File: config.mk
export PLATFORM = sky130hd
export DESIGN_NAME = if_fetch_ctrl
export DESIGN_NICKNAME = d
export VERILOG_FILES = /design/src/rtl/if_fetch_ctrl.sv
export SDC_FILE = /design/constraint.sdc
export NUM_CORES = 1
export LEC_CHECK = 0
export ABC_AREA = 1
export CAP_MARGIN = 30
export CORE_MARGIN = 10
export CORE_UTILIZATION = 50
export CTS_CLUSTER_SIZE = 10
export DETAILED_ROUTE_END_ITERATION = 8
export HOLD_SLACK_MARGIN = 0.02
export PLACE_DENSITY = 0.84
export SKIP_CTS_REPAIR_TIMING = 1
export SLEW_MARGIN = 20
export SYNTH_ARGS = -nofsm -noshare
export SYNTH_HDL_FRONTEND = slang
export SYNTH_SLANG_ARGS = --single-unit
File: constraint.sdc
create_clock -name clk -period 4.6 [get_ports clk]
set_clock_uncertainty 0.1 [all_clocks]
set_input_delay 1.38 -clock clk [delete_from_list [all_inputs] [get_ports clk]]
set_output_delay 1.38 -clock clk [all_outputs]
set_load 0.02 [all_outputs]
File: src/rtl/if_fetch_ctrl.sv
// if_fetch_ctrl -- instruction-fetch controller between the PC register and IF/ID.
//
// Issues one request per instruction to a variable-latency instruction memory,
// loads the IF/ID register (valid, pc, pc+4, instr) when a response arrives,
// parks a response in a one-entry hold buffer while ID is stalled, and on a
// branch/jump flush discards whatever is in flight or held.
//
// Ports:
//   clk, rst          clock, synchronous active-high reset
//   pc_in             current PC (PC register output)
//   pc_en             PC register write enable (combinational, 0 during rst)
//   imem_req          request to instruction memory (high in S_WAIT / S_DRAIN)
//   imem_addr         registered fetch address, stable while imem_req=1
//   imem_ready        one-cycle response strobe, imem_rdata valid with it
//   imem_rdata        fetched instruction word
//   stall_id          ID cannot accept a new instruction
//   flush             branch/jump taken; redirect target is loaded into the PC
//   if_id_valid/pc/pc4/instr  IF/ID pipeline register
//   perf_fetch_cnt    instructions delivered to IF/ID
//   perf_stall_cnt    cycles spent in S_WAIT or S_HOLD
//
// Build option: define IF_FETCH_PERF_CNT_EN to enable the two performance
// counters; otherwise both perf outputs are tied to zero.

module if_fetch_ctrl #(
  parameter logic [31:0] NOP_INSTR = 32'h0000_0000
) (
  input  logic        clk,
  input  logic        rst,
  input  logic [31:0] pc_in,
  output logic        pc_en,
  output logic        imem_req,
  output logic [31:0] imem_addr,
  input  logic        imem_ready,
  input  logic [31:0] imem_rdata,
  input  logic        stall_id,
  input  logic        flush,
  output logic        if_id_valid,
  output logic [31:0] if_id_pc,
  output logic [31:0] if_id_pc4,
  output logic [31:0] if_id_instr,
  output logic [31:0] perf_fetch_cnt,
  output logic [31:0] perf_stall_cnt
);

  typedef enum logic [1:0] {S_ISSUE, S_WAIT, S_HOLD, S_DRAIN} state_t;

  state_t      state_q, state_d;
  logic [31:0] imem_addr_q, imem_addr_d;
  logic        valid_q, valid_d;
  logic [31:0] pc_q, pc_d;
  logic [31:0] pc4_q, pc4_d;
  logic [31:0] instr_q, instr_d;
  logic [31:0] hold_pc_q, hold_pc_d;
  logic [31:0] hold_instr_q, hold_instr_d;
  logic        pc_en_c;

  always_ff @(posedge clk) begin
    if (rst) begin
      state_q      <= S_ISSUE;
      imem_addr_q  <= '0;
      valid_q      <= 1'b0;
      pc_q         <= '0;
      pc4_q        <= '0;
      instr_q      <= NOP_INSTR;
      hold_pc_q    <= '0;
      hold_instr_q <= '0;
    end else begin
      state_q      <= state_d;
      imem_addr_q  <= imem_addr_d;
      valid_q      <= valid_d;
      pc_q         <= pc_d;
      pc4_q        <= pc4_d;
      instr_q      <= instr_d;
      hold_pc_q    <= hold_pc_d;
      hold_instr_q <= hold_instr_d;
    end
  end

  always_comb begin
    state_d      = state_q;
    imem_addr_d  = imem_addr_q;
    valid_d      = valid_q;
    pc_d         = pc_q;
    pc4_d        = pc4_q;
    instr_d      = instr_q;
    hold_pc_d    = hold_pc_q;
    hold_instr_d = hold_instr_q;
    pc_en_c      = 1'b0;

    case (state_q)
      S_ISSUE: begin
        imem_addr_d = pc_in;
        state_d     = flush ? S_ISSUE : S_WAIT;
      end
      S_WAIT: begin
        if (flush) begin
          // A response still outstanding must be drained before reissuing.
          state_d = imem_ready ? S_ISSUE : S_DRAIN;
        end else if (imem_ready) begin
          if (stall_id) begin
            hold_pc_d    = imem_addr_q;
            hold_instr_d = imem_rdata;
            state_d      = S_HOLD;
          end else begin
            valid_d = 1'b1;
            pc_d    = imem_addr_q;
            pc4_d   = imem_addr_q + 32'd4;
            instr_d = imem_rdata;
            pc_en_c = 1'b1;
            state_d = S_ISSUE;
          end
        end
      end
      S_HOLD: begin
        if (flush) begin
          state_d = S_ISSUE;
        end else if (!stall_id) begin
          valid_d = 1'b1;
          pc_d    = hold_pc_q;
          pc4_d   = hold_pc_q + 32'd4;
          instr_d = hold_instr_q;
          pc_en_c = 1'b1;
          state_d = S_ISSUE;
        end
      end
      S_DRAIN: begin
        if (!flush && imem_ready) state_d = S_ISSUE;
      end
      default: state_d = S_ISSUE;
    endcase

    // Flush overrides whatever the state logic chose for IF/ID and pc_en.
    if (flush) begin
      pc_en_c = 1'b1;
      valid_d = 1'b0;
      pc_d    = '0;
      pc4_d   = '0;
      instr_d = NOP_INSTR;
    end
  end

  assign pc_en       = pc_en_c & ~rst;
  assign imem_req    = (state_q == S_WAIT) || (state_q == S_DRAIN);
  assign imem_addr   = imem_addr_q;
  assign if_id_valid = valid_q;
  assign if_id_pc    = pc_q;
  assign if_id_pc4   = pc4_q;
  assign if_id_instr = instr_q;

`ifdef IF_FETCH_PERF_CNT_EN
  logic [31:0] fetch_cnt_q, fetch_cnt_d;
  logic [31:0] stall_cnt_q, stall_cnt_d;

  always_comb begin
    fetch_cnt_d = fetch_cnt_q;
    stall_cnt_d = stall_cnt_q;
    // A non-flush pc_en is exactly an IF/ID load with valid=1.
    if (pc_en_c && !flush) fetch_cnt_d = fetch_cnt_q + 32'd1;
    if (state_q == S_WAIT || state_q == S_HOLD) stall_cnt_d = stall_cnt_q + 32'd1;
  end

  always_ff @(posedge clk) begin
    if (rst) begin
      fetch_cnt_q <= '0;
      stall_cnt_q <= '0;
    end else begin
      fetch_cnt_q <= fetch_cnt_d;
      stall_cnt_q <= stall_cnt_d;
    end
  end

  assign perf_fetch_cnt = fetch_cnt_q;
  assign perf_stall_cnt = stall_cnt_q;
`else
  assign perf_fetch_cnt = '0;
  assign perf_stall_cnt = '0;
`endif

endmodule

; After elaboration in Yosys (flattened, before gate mapping)
; Cells that the tools add are included.
[op_classes]
addsub = 2
eq_ne = 9
muxes = 28
n_bitwise = 3
reduce_logical = 10
[ops]
columns = op, n
row1 = 2-to-1 mux 32 bit, 9
row2 = case mux 32 bit (2 select lines), 3
row3 = "adder 32 x 3 -> 32 bit, second input constant", 2
row4 = 2-to-1 mux 2 bit, 7
row5 = "!= test 2 bit, second input constant", 4
row6 = case mux 2 bit (4 select lines), 1
row7 = AND reduction 4 bit, 2
row8 = 2-to-1 mux 1 bit, 6
row9 = "!= test 3 bit, second input constant", 2
row10 = "equality test 2 bit, second input constant", 2
row11 = case mux 1 bit (2 select lines), 2
row12 = AND reduction 3 bit, 1
row13 = "equality test 2 x 1 -> 1 bit, second input constant", 1
row14 = logical NOT 2 bit, 1
row15 = NOT 1 bit, 2
row16 = AND reduction 2 bit, 1
row17 = nonzero test 2 bit, 1
row18 = OR reduction 2 bit, 1
row19 = AND 1 bit, 1
row20 = logical AND 1 bit, 1
row21 = logical NOT 1 bit, 1
row22 = logical OR 1 bit, 1
[word_totals]
register_bits = 195
input_bits = 69
output_inout_bits = 195
word_cells = 60

; Logic depth before layout (Yosys ltp)
; Gate-level depths: netlist (run 1).
[logic_depth]
depth_word = 5
ltp_mapped = 15

; Worst setup path before layout (run 1)
; OpenSTA, ideal clock, no wires.
[synth_path]
path_kind = input to output
startpoint = input rst
endpoint = output pc_en
arrival_time_ns = 2.077
required_ns = 3.120
setup_slack_ns = 1.043
stages = 3
path_cell_list = clkbuf_1 > clkbuf_1 > nor2_1
[synth_between]
elab_chain_len = 2
[synth_rtl]
columns = element, line
row1 = "start, declared", 29  ; input logic rst,
row2 = NOT 1 bit, 143  ; assign pc_en = pc_en_c & ~rst;
row3 = AND 1 bit, 143
row4 = "end, declared", 31  ; output logic pc_en,
; Every way passes these cells.

; Worst setup path after layout (run 1)
[layout_path]
startpoint = input imem_ready
endpoint = output pc_en
[layout_between]
elab_chain_len = 4
[layout_rtl]
columns = element, line
row1 = "start, declared", 34  ; input logic imem_ready,
row2 = 2-to-1 mux 1 bit, 100  ; end else if (imem_ready) begin
row3 = case mux 1 bit (2 select lines), 91  ; case (state_q)
row4 = 2-to-1 mux 1 bit, 134  ; if (flush) begin
row5 = AND 1 bit, 143
; Every way passes these cells.

==> reports/qor.yml, run 1 <==
outcome:
  outcome: "completed"
sta:
  finalMaxSlewViolations: 0
  hold_violations: 0
  worst_hold_slack_ns: 0.363
  period_share: 0.943
  maxSlewHeadroom: 0.396
  finalSetupTns_ns: 0
  max_clock_freq_ghz: 0.231
  rsz0062_at_grt: "false"
  min_period_ns: 4.34
  setup_viol: 0
  worst_slew_pin_slew_ns: 0.906
layout:
  drive_gt1_frac: 0.0606
  antennaDiodeCount: 0
  multi_input_area_um2: 4240
  layout.nets: 1498
  area_growth_pct: 26.9
  instances_no_fill: 1665
  seqCellArea_um2: 3860
  fill_cells: 1579
yosys:
  synth_area_per_cell_um2: 7.09
  yosysTopAreaCellShare: 0.428
  synth_common_cells: "nand2_1 (359), dfxtp_1 (193), nor2_1 (159), inv_1 (77), o21ai_0 (77)"
  synth_top_family_by_area: "simple AND/OR/NAND/NOR gates"
  synth_compound_area_frac: 0.171
  synthesis.area_um2: 9020
  ys.flop_type: "dfxtp_1"
  synth.top_cells.by_area: "dfxtp_1 (43%), nand2_1 (15%), nor2_1 (6.6%), buf_4 (5.5%), o21ai_0 (4.3%)"
  syn_inst: 1272
  yosys.area.top_type: "dfxtp_1"
  synth_edf_count: 0
  ys_seq_area_frac: 0.428
  yosysMostFrequentCell: "nand2_1"
  synth-warning-count: 0
  ys_types: 36
  synth_xor_area_frac: 0.000971
  synth_mux_area_frac: 0
  synth_adder_area_share: 0.00832
  synthSimpleGateAreaFrac: 0.260
  ys_ff_latch: 193
  synth-async-reset-ratio: 0
clock_tree:
  cts_tree: "yes"
  cts_root_buf: "clkbuf_16"
  cts.clk_slew.worst_paths_ns: 0.07
  cts.sinks: 193
  ctsLongestPathBuffers: 2
  cts_inserted_buffers: 17
  insertion_delay_ns: 0.44
  htree_levels: 4
die:
  die_area_um2: 23800
  die_x_um: 154
  start_util: 0.506
  core.rowCount: 49
  die_height_um: 154
  io_pins: 264
  coreArea_um2: 17800
worst_setup_path:
  cp-end-kind: "output port"
  slowest_delay_ns: 0.62
  cp_cell_sequence: "clkdlybuf4s50_1 -> nand2_1 -> nand2_1 -> a31oi_1 -> nor2_1 -> clkdlybuf4s50_1"
  cp_slowest_cell: "clkdlybuf4s50_1"
  worstPathArrival_ns: 2.86
  critPathRequiredTime_ns: 3.12
  critPathLaunchType: "input port"
  path_class: "input port to output port"
  cp-startpoint: "imem_ready"
  worst-path-max-fanout: 2
  rr_worst_depth: 13
  worst_r2r_startpoint: "state_q[0]"
placement:
  place_inst: 1633
  dp_hpwl_um: 19000
  port_buffers: 199
  place.gp.congestion: 0.923
min_path:
  worst_hold_path.num_cells: 2
  min-delay-start: "hold_instr_q[8]"
  hold_path_class: "flop to flop"
power_and_ir_drop:
  ir_drop_mv: 0.304
  p_leak_nw: 4.52
  power_density_nw_per_um2: 366
global_route:
  grt_max_degree: 84
  grt.overflow.total: 0
  grt_pass1_vias: 8305
  grt_pass1_wl_um: 42800
  antenna_found_initial: 2
  grt_usage: 0.215
drt:
  avgViaCountPerCell: 5.17
  postRouteAntennaNets: 0
  vias: 8610
  dr.pass1.iters: 7
  wl_um: 26900
  avgRoutedWirePerCell_um: 16.2
  drtIter0Drc: 618
  drc: 0
run:
  maxCapViolCount: 0
[worst max-delay path: cells and delay by family]
family,cells,cell delay [ns]
AO/OA/AOI/OAI,1,0.08
buffers and inverters,2,1.10
AND/OR/NAND/NOR,3,0.29
[layer usage]
| layer | part of all wire | GRT usage |
|---|---|---|
| met5 | 0.0010 | 0 |
| met4 | 0.019 | 0.0693 |
| met3 | 0.11 | 0.0871 |
| met2 | 0.46 | 0.347 |
| met1 | 0.40 | 0.256 |
[cell usage in the layout (no fill, tap or decap), drive strengths merged]
cell type      count
a21oi             72
nand4              2
or2                2
o211a              3
clkdlybuf4s50    198
xnor2              1
bufinv             3
clkinvlp           2
inv               89
buf               13
o211ai             3
clkbuf            17
a211oi            42
nand3             26
o21bai             6
a311oi             5
a21boi             6
nor3              11
dfxtp            193
ha                 6
nand2            374
o22ai              1
a31oi             35
clkinv             4
conb              64
nor2             170
o21ai             88
[stage by stage]
stage | power (W) | cell area (um2) | worst slack, ns | utilization
2_1_floorplan | 0.00235 | 9260 | 1.04 | -
3_3_place_gp | 0.00263 | 10800 | 0.300 | 0.606
3_5_place_dp | 0.00265 | 10800 | 0.258 | 0.607
4_1_cts | 0.00421 | 11400 | 0.242 | 0.642
5_1_grt | 0.00436 | 11400 | 0.138 | 0.642
6_report | 0.00419 | 11400 | 0.262 | 0.642
[worst paths after layout]
path	to	slack [ns]
worst max-delay path	pc_en	0.26
worst min-delay path	hold_instr_q[8]	0.36
worst max register to register	if_id_pc4[26]	1.46
worst min register to register	hold_instr_q[8]	0.36
[flip-flops by register name, summed over array words and instances, names as in the netlist]
signal	count
hold_pc_q	32
if_id_instr	32
if_id_valid	1
state_q	2
hold_instr_q	32
if_id_pc4	30
if_id_pc	32
imem_addr	32
[cell type report]
class                   instances  area share
repair buffers                211       0.185
inverters                      83      0.0279
clock inverters                15      0.0172
flip-flops and latches        193       0.337
well taps                     229      0.0250
multi-input cells             917       0.370
clock buffers                  17      0.0372
[kinds of logic (layout without fill, tap and decap cells)]
kind of cell             count (synthesis)  after routing
flip-flops                             193            193
buffers and inverters                  225            326
AO/OA/AOI/OAI                          261            261
adder cells (fa/ha/maj)                  6              6
XOR/XNOR                                 1              1
other                                    1             64
AND/OR/NAND/NOR                        585            585
[power by group]
group	total, W	switching [W]	internal [W]	leakage (nW)
sequential	0.00181	0.0000529	0.00175	1.57
combinational	0.000811	0.000518	0.000293	2.65
clock	0.00157	0.000699	0.000875	0.301
No activity file was read; power rests on OpenSTA's default activity.
==> inputs of run 2 (changes only) <==
- CORE_ASPECT_RATIO: default -> 1.5
- CORE_MARGIN: 10 -> default
==> run 2 against run 1 <==
  * The flow now finishes with violations (DRC)
  * Cell area barely moved
  * Die area decreased by 22%
  * Hold slack got worse by 0.0020 ns
  * Sequential cell count stayed put
  * Sequential power about the same
  * Via count is 1.9% higher
  * Largest cell class unchanged
  * Highest routed layer is now met4
==> reports/qor.yml, run 2 (synthesis results as in run 1) <==
placement:
  dp_hpwl_um: 17600  # -7.3%
  placed_cell_area_um2: 10800  # about the same
  place.gp.congestion: 0.899  # -2.7%
  port_buffers: 199  # unchanged
drt:
  highest_layer: "met4"
  avgRoutedWirePerCell_um: 15.6  # -3.4%
  wl_um: 25800  # -4.3%
  dr_wl_met3_um: 1740  # -43%
  drtIter0Drc: 511  # -17%
  wl_met1_um: 9440  # -13%
  dr.pass1.iters: 7  # unchanged
  avgViaCountPerCell: 5.32  # +2.8%
  wl_met2_um: 13400  # +7.7%
  drc: 20  # +20
  vias: 8772  # +1.9%
  postRouteAntennaNets: 0  # unchanged
global_route:
  antenna_found_initial: 0  # -2
  grt_pass1_wl_um: 41300  # -3.5%
  grt_pass1_vias: 8365  # +0.72%
  grt.overflow.total: 0  # unchanged
  grt_usage: 0.278  # +0.0626
  grt_max_degree: 84  # unchanged
power_and_ir_drop:
  power.total_w: 0.00417  # -0.58%
  power_density_nw_per_um2: 364  # -0.55%
  ir_drop_mv: 0.265  # -13%
  p_leak_nw: 4.53  # +0.21%
clock_tree:
  cts_root_buf: "clkbuf_16"
  insertion_delay_ns: 0.43  # about the same
  cts_inserted_buffers: 17  # unchanged
  htree_levels: 4  # unchanged
  cts.sinks: 193  # unchanged
  cts.clk_slew.worst_paths_ns: 0.07  # about the same
  ctsLongestPathBuffers: 2  # unchanged
  cts_tree: "yes"
outcome:
  violations: "DRC"
  outcome: "complete, but fails checks"
sta:
  finalMaxSlewViolations: 0  # unchanged
  hold_violations: 0  # unchanged
  maxSlewHeadroom: 0.398  # +0.00195
  finalSetupTns_ns: 0  # unchanged
  period_share: 0.930  # -0.0126
  worst_hold_slack_ns: 0.361  # -0.00196 ns
  setup_viol: 0  # unchanged
  worst_slew_pin_slew_ns: 0.903  # -0.00293 ns
  max_clock_freq_ghz: 0.234  # +1.4%
  rsz0062_at_grt: "false"
  min_period_ns: 4.28  # -0.0581 ns
min_path:
  min-delay-start: "hold_pc_q[12]"
  hold_path_class: "flop to flop"
  worst_hold_path.num_cells: 2  # unchanged
  min_to: "hold_pc_q[12]"
die:
  coreArea_um2: 17500  # -1.9%
  io_pins: 264  # unchanged
  die_x_um: 112  # -28%
  start_util: 0.516  # +0.00998
  die_height_um: 167  # +7.9%
  core.rowCount: 59  # +20%
  die_area_um2: 18600  # -22%
layout:
  area_growth_pct: 26.9  # about the same
  drive_gt1_frac: 0.0612  # +0.000654
  layout.nets: 1499  # +0.067%
  final_common_cell: "nand2_1"
  antennaDiodeCount: 0  # unchanged
  layout_common_cells: "nand2_1 (359), clkdlybuf4s50_1 (198), dfxtp_1 (193)"
  design_area_um2: 11400  # about the same
  final_util: 0.654  # +0.0125
worst_setup_path:
  rrSetupSlack_ns: 1.44  # -0.02 ns
  critPathLaunchType: "input port"
  critPathRequiredTime_ns: 3.12  # about the same
  cp-end-kind: "output port"
  worst_r2r_startpoint: "state_q[0]"
  worstPathArrival_ns: 2.80  # -0.06 ns
  worst-path-max-fanout: 2  # unchanged
  path_class: "input port to output port"
  rr_worst_depth: 14  # +1
  reg2reg_to: "if_id_pc4[16]"
run:
  maxCapViolCount: 0  # unchanged
run 2: cell count changes in the layout (fill, tap and decap cells not counted), sizes merged:
cell | previous run | this run
bufinv | 3 | 2
inv | 89 | 87
buf | 13 | 14
clkinvlp | 2 | 1
clkbuf | 17 | 21
run 2: worst max-delay path by stage:
stage                     slack (ns)        from  endpoint
final                           0.32  imem_ready     pc_en
after CTS                       0.31  imem_ready     pc_en
after global routing            0.24  imem_ready     pc_en
after detailed placement        0.32  imem_ready     pc_en
after global placement          0.32  imem_ready     pc_en
after floorplan                 1.04         rst     pc_en
run 2: final cells by class:
cell class | instances | area, um2
repair buffers | 212 | 2130
clock buffers | 21 | 480
fillers | 1534 | 6050
multi-input cells | 917 | 4240
well taps | 213 | 267
flip-flops and latches | 193 | 3860
clock inverters | 11 | 143
inverters | 83 | 319
run 2: where the power goes:
| group | total [W] | leakage (nW) | internal (W) | switching (W) |
|---|---|---|---|---|
| clock network | 0.00154 | 0.305 | 0.000875 | 0.000669 |
| registers | 0.00181 | 1.57 | 0.00175 | 0.0000533 |
| logic | 0.000815 | 2.66 | 0.000296 | 0.000519 |
| total | 0.00417 | 4.53 | 0.00293 | 0.00124 |
run 2: per-stage QoR:
step	std cells	worst slack (ns)
2_1_floorplan	1335	1.04
3_3_place_gp	1617	0.324
3_5_place_dp	1618	0.325
4_1_cts	1650	0.315
5_1_grt	1650	0.238
6_report	1650	0.320
run 2: critical path, cell delays in order:
cell and delay (ns):
clkdlybuf4s50_1 0.47, nand2_1 0.10, nand2_1 0.08, a31oi_1 0.08
nor2_1 0.09, clkdlybuf4s50_1 0.60
run 2: per-layer routing:
metal,up-vias,GRT usage
li1,4289,-
met1,4063,0.289
met2,351,0.507
met3,69,0.0626
met4,0,0.158
met5,-,0
==> inputs of run 3 (changes only) <==
- CELL_PAD_IN_SITES_DETAIL_PLACEMENT: default -> 0
- CELL_PAD_IN_SITES_GLOBAL_PLACEMENT: default -> 2
- CORE_UTILIZATION: 50 -> 28
- PLACE_DENSITY: 0.84 -> default
- PLACE_DENSITY_LB_ADDON: default -> 0.1
==> run 3 against run 2 <==
  * Combinational power is 2% higher
  * The run now ends clean
  * Sequential share of layout area is 0.68 points lower
  * Setup slack improved by 0.011 ns
  * Routed wire length grew 18%
  * Global-route usage fell by 8.8 points
  * Largest cell class unchanged
==> reports/qor.yml, run 3 (synthesis results as in run 1) <==
outcome:
  outcome: "completed"
sta:
  period_share: 0.928  # -0.00236
  finalSetupTns_ns: 0  # unchanged
  rsz0062_at_grt: "false"
  setup_viol: 0  # unchanged
  max_clock_freq_ghz: 0.234  # +0.25%
  worst_hold_slack_ns: 0.361  # -0.000363 ns
  worst_slew_pin_slew_ns: 0.725  # -0.178 ns
  finalMaxSlewViolations: 0  # unchanged
  min_period_ns: 4.27  # -0.0109 ns
  maxSlewHeadroom: 0.517  # +0.119
  hold_violations: 0  # unchanged
global_route:
  grt_usage: 0.190  # -0.0880
  antenna_found_initial: 2  # +2
  grt_pass1_wl_um: 47100  # +14%
  grt_max_degree: 84  # unchanged
  grt.overflow.total: 0  # unchanged
  grt_pass1_vias: 8114  # -3.0%
drt:
  drtIter0Drc: 334  # -35%
  vias: 8274  # -5.7%
  drc: 0  # -100%
  avgViaCountPerCell: 4.47  # -16%
  dr.pass1.iters: 4  # -3
  postRouteAntennaNets: 0  # unchanged
  avgRoutedWirePerCell_um: 16.4  # +5.1%
  wl_um: 30400  # +18%
run:
  maxCapViolCount: 0  # unchanged
power_and_ir_drop:
  netSwitchingPower_w: 0.00127  # +2.2%
  power_density_nw_per_um2: 356  # -2.2%
  p_comb_frac: 0.200  # +0.004
  p_int_w: 0.00289  # -1.2%
  pwr-share-clk: 0.366  # -0.005
  p_leak_nw: 4.52  # -0.16%
  power_frac_seq: 0.434  # about the same
  sw_frac_of_total: 0.305  # +0.00708
  ir_drop_mv: 0.245  # -7.7%
layout:
  design_area_um2: 11700  # +2.1%
  final_common_cell: "nand2_1"
  area_growth_pct: 29.5
  layout_common_cells: "nand2_1 (359), clkdlybuf4s50_1 (198), dfxtp_1 (193)"
  layout.nets: 1504  # +0.33%
  drive_gt1_frac: 0.0625  # +0.00122
min_path:
  hold_path_class: "flop to flop"
  worst_hold_path.num_cells: 2  # unchanged
worst_setup_path:
  worstPathArrival_ns: 2.79  # about the same
  critPathLaunchType: "input port"
  rrSetupSlack_ns: 1.75  # +0.31 ns
  worst-path-max-fanout: 2  # unchanged
  rr_worst_depth: 11  # -3
  cp-end-kind: "output port"
  critPathRequiredTime_ns: 3.12  # about the same
  path_class: "input port to output port"
clock_tree:
  ctsLongestPathBuffers: 2  # unchanged
  htree_levels: 4  # unchanged
  cts_inserted_buffers: 17  # unchanged
  cts_tree: "yes"
  cts.sinks: 193  # unchanged
  cts_root_buf: "clkbuf_16"
  cts.clk_slew.worst_paths_ns: 0.07  # about the same
  insertion_delay_ns: 0.44  # about the same
die:
  die_x_um: 149  # +33%
  io_pins: 264  # unchanged
  die_area_um2: 33000  # +77%
  start_util: 0.284  # -0.231
  die_height_um: 222  # +33%
  core.rowCount: 80  # +36%
  coreArea_um2: 31700  # +81%
placement:
  port_buffers: 199  # unchanged
  dp_hpwl_um: 21400  # +22%
  placed_cell_area_um2: 11100  # +2.4%
  place.gp.congestion: 0.794  # -12%
## run 3: per-layer routing
metal	global-route usage	wire length, um	vias to the layer above
li1	-	-	4296
met3	0.0492	1470	34
met2	0.344	15900	177
met4	0.0798	977	2
met5	0	17	-
met1	0.205	12000	3765
## run 3: per-stage QoR
step / power (W) / util / cells / setup slack [ns]
floorplan: 0.00235 / - / 1335 / 1.04
detailed placement: 0.00269 / 0.349 / 1819 / 0.319
global route: 0.00437 / 0.368 / 1852 / 0.202
global placement: 0.00270 / 0.349 / 1819 / 0.304
CTS: 0.00424 / 0.367 / 1850 / 0.312
finish: 0.00416 / 0.368 / 1852 / 0.331
## run 3: area by class of cell
cell class / instances / area, um2
fillers: 3426 / 20000
diodes: 1 / 2.50
repair buffers: 217 / 2160
well taps: 410 / 513
flip-flops and latches: 193 / 3860
clock inverters: 9 / 106
inverters: 83 / 319
clock buffers: 22 / 474
multi-input cells: 917 / 4240
## run 3: final timing paths
| path | startpoint | end |
|---|---|---|
| worst min register to register | hold_pc_q[2] | hold_pc_q[2] |
| worst max register to register | state_q[0] | if_id_pc4[7] |
| worst max-delay path | imem_ready | pc_en |
| worst min-delay path | hold_pc_q[2] | hold_pc_q[2] |
## run 3: worst max-delay path, cell delays in order
cell	delay (ns)
clkdlybuf4s50_1	0.47
nand2_1	0.10
nand2_1	0.08
a31oi_1	0.07
nor2_1	0.09
clkdlybuf4s50_1	0.60
## run 3: power by group through the flow
| stage | clock [W] | combinational [W] | sequential, W |
|---|---|---|---|
| after global routing | 0.00164 | 0.000913 | 0.00182 |
| final | 0.00152 | 0.000831 | 0.00181 |
| after detailed placement | 0 | 0.000847 | 0.00185 |
| after global placement | 0 | 0.000848 | 0.00185 |
| after CTS | 0.00158 | 0.000851 | 0.00181 |
| after floorplan | 0 | 0.000431 | 0.00192 |
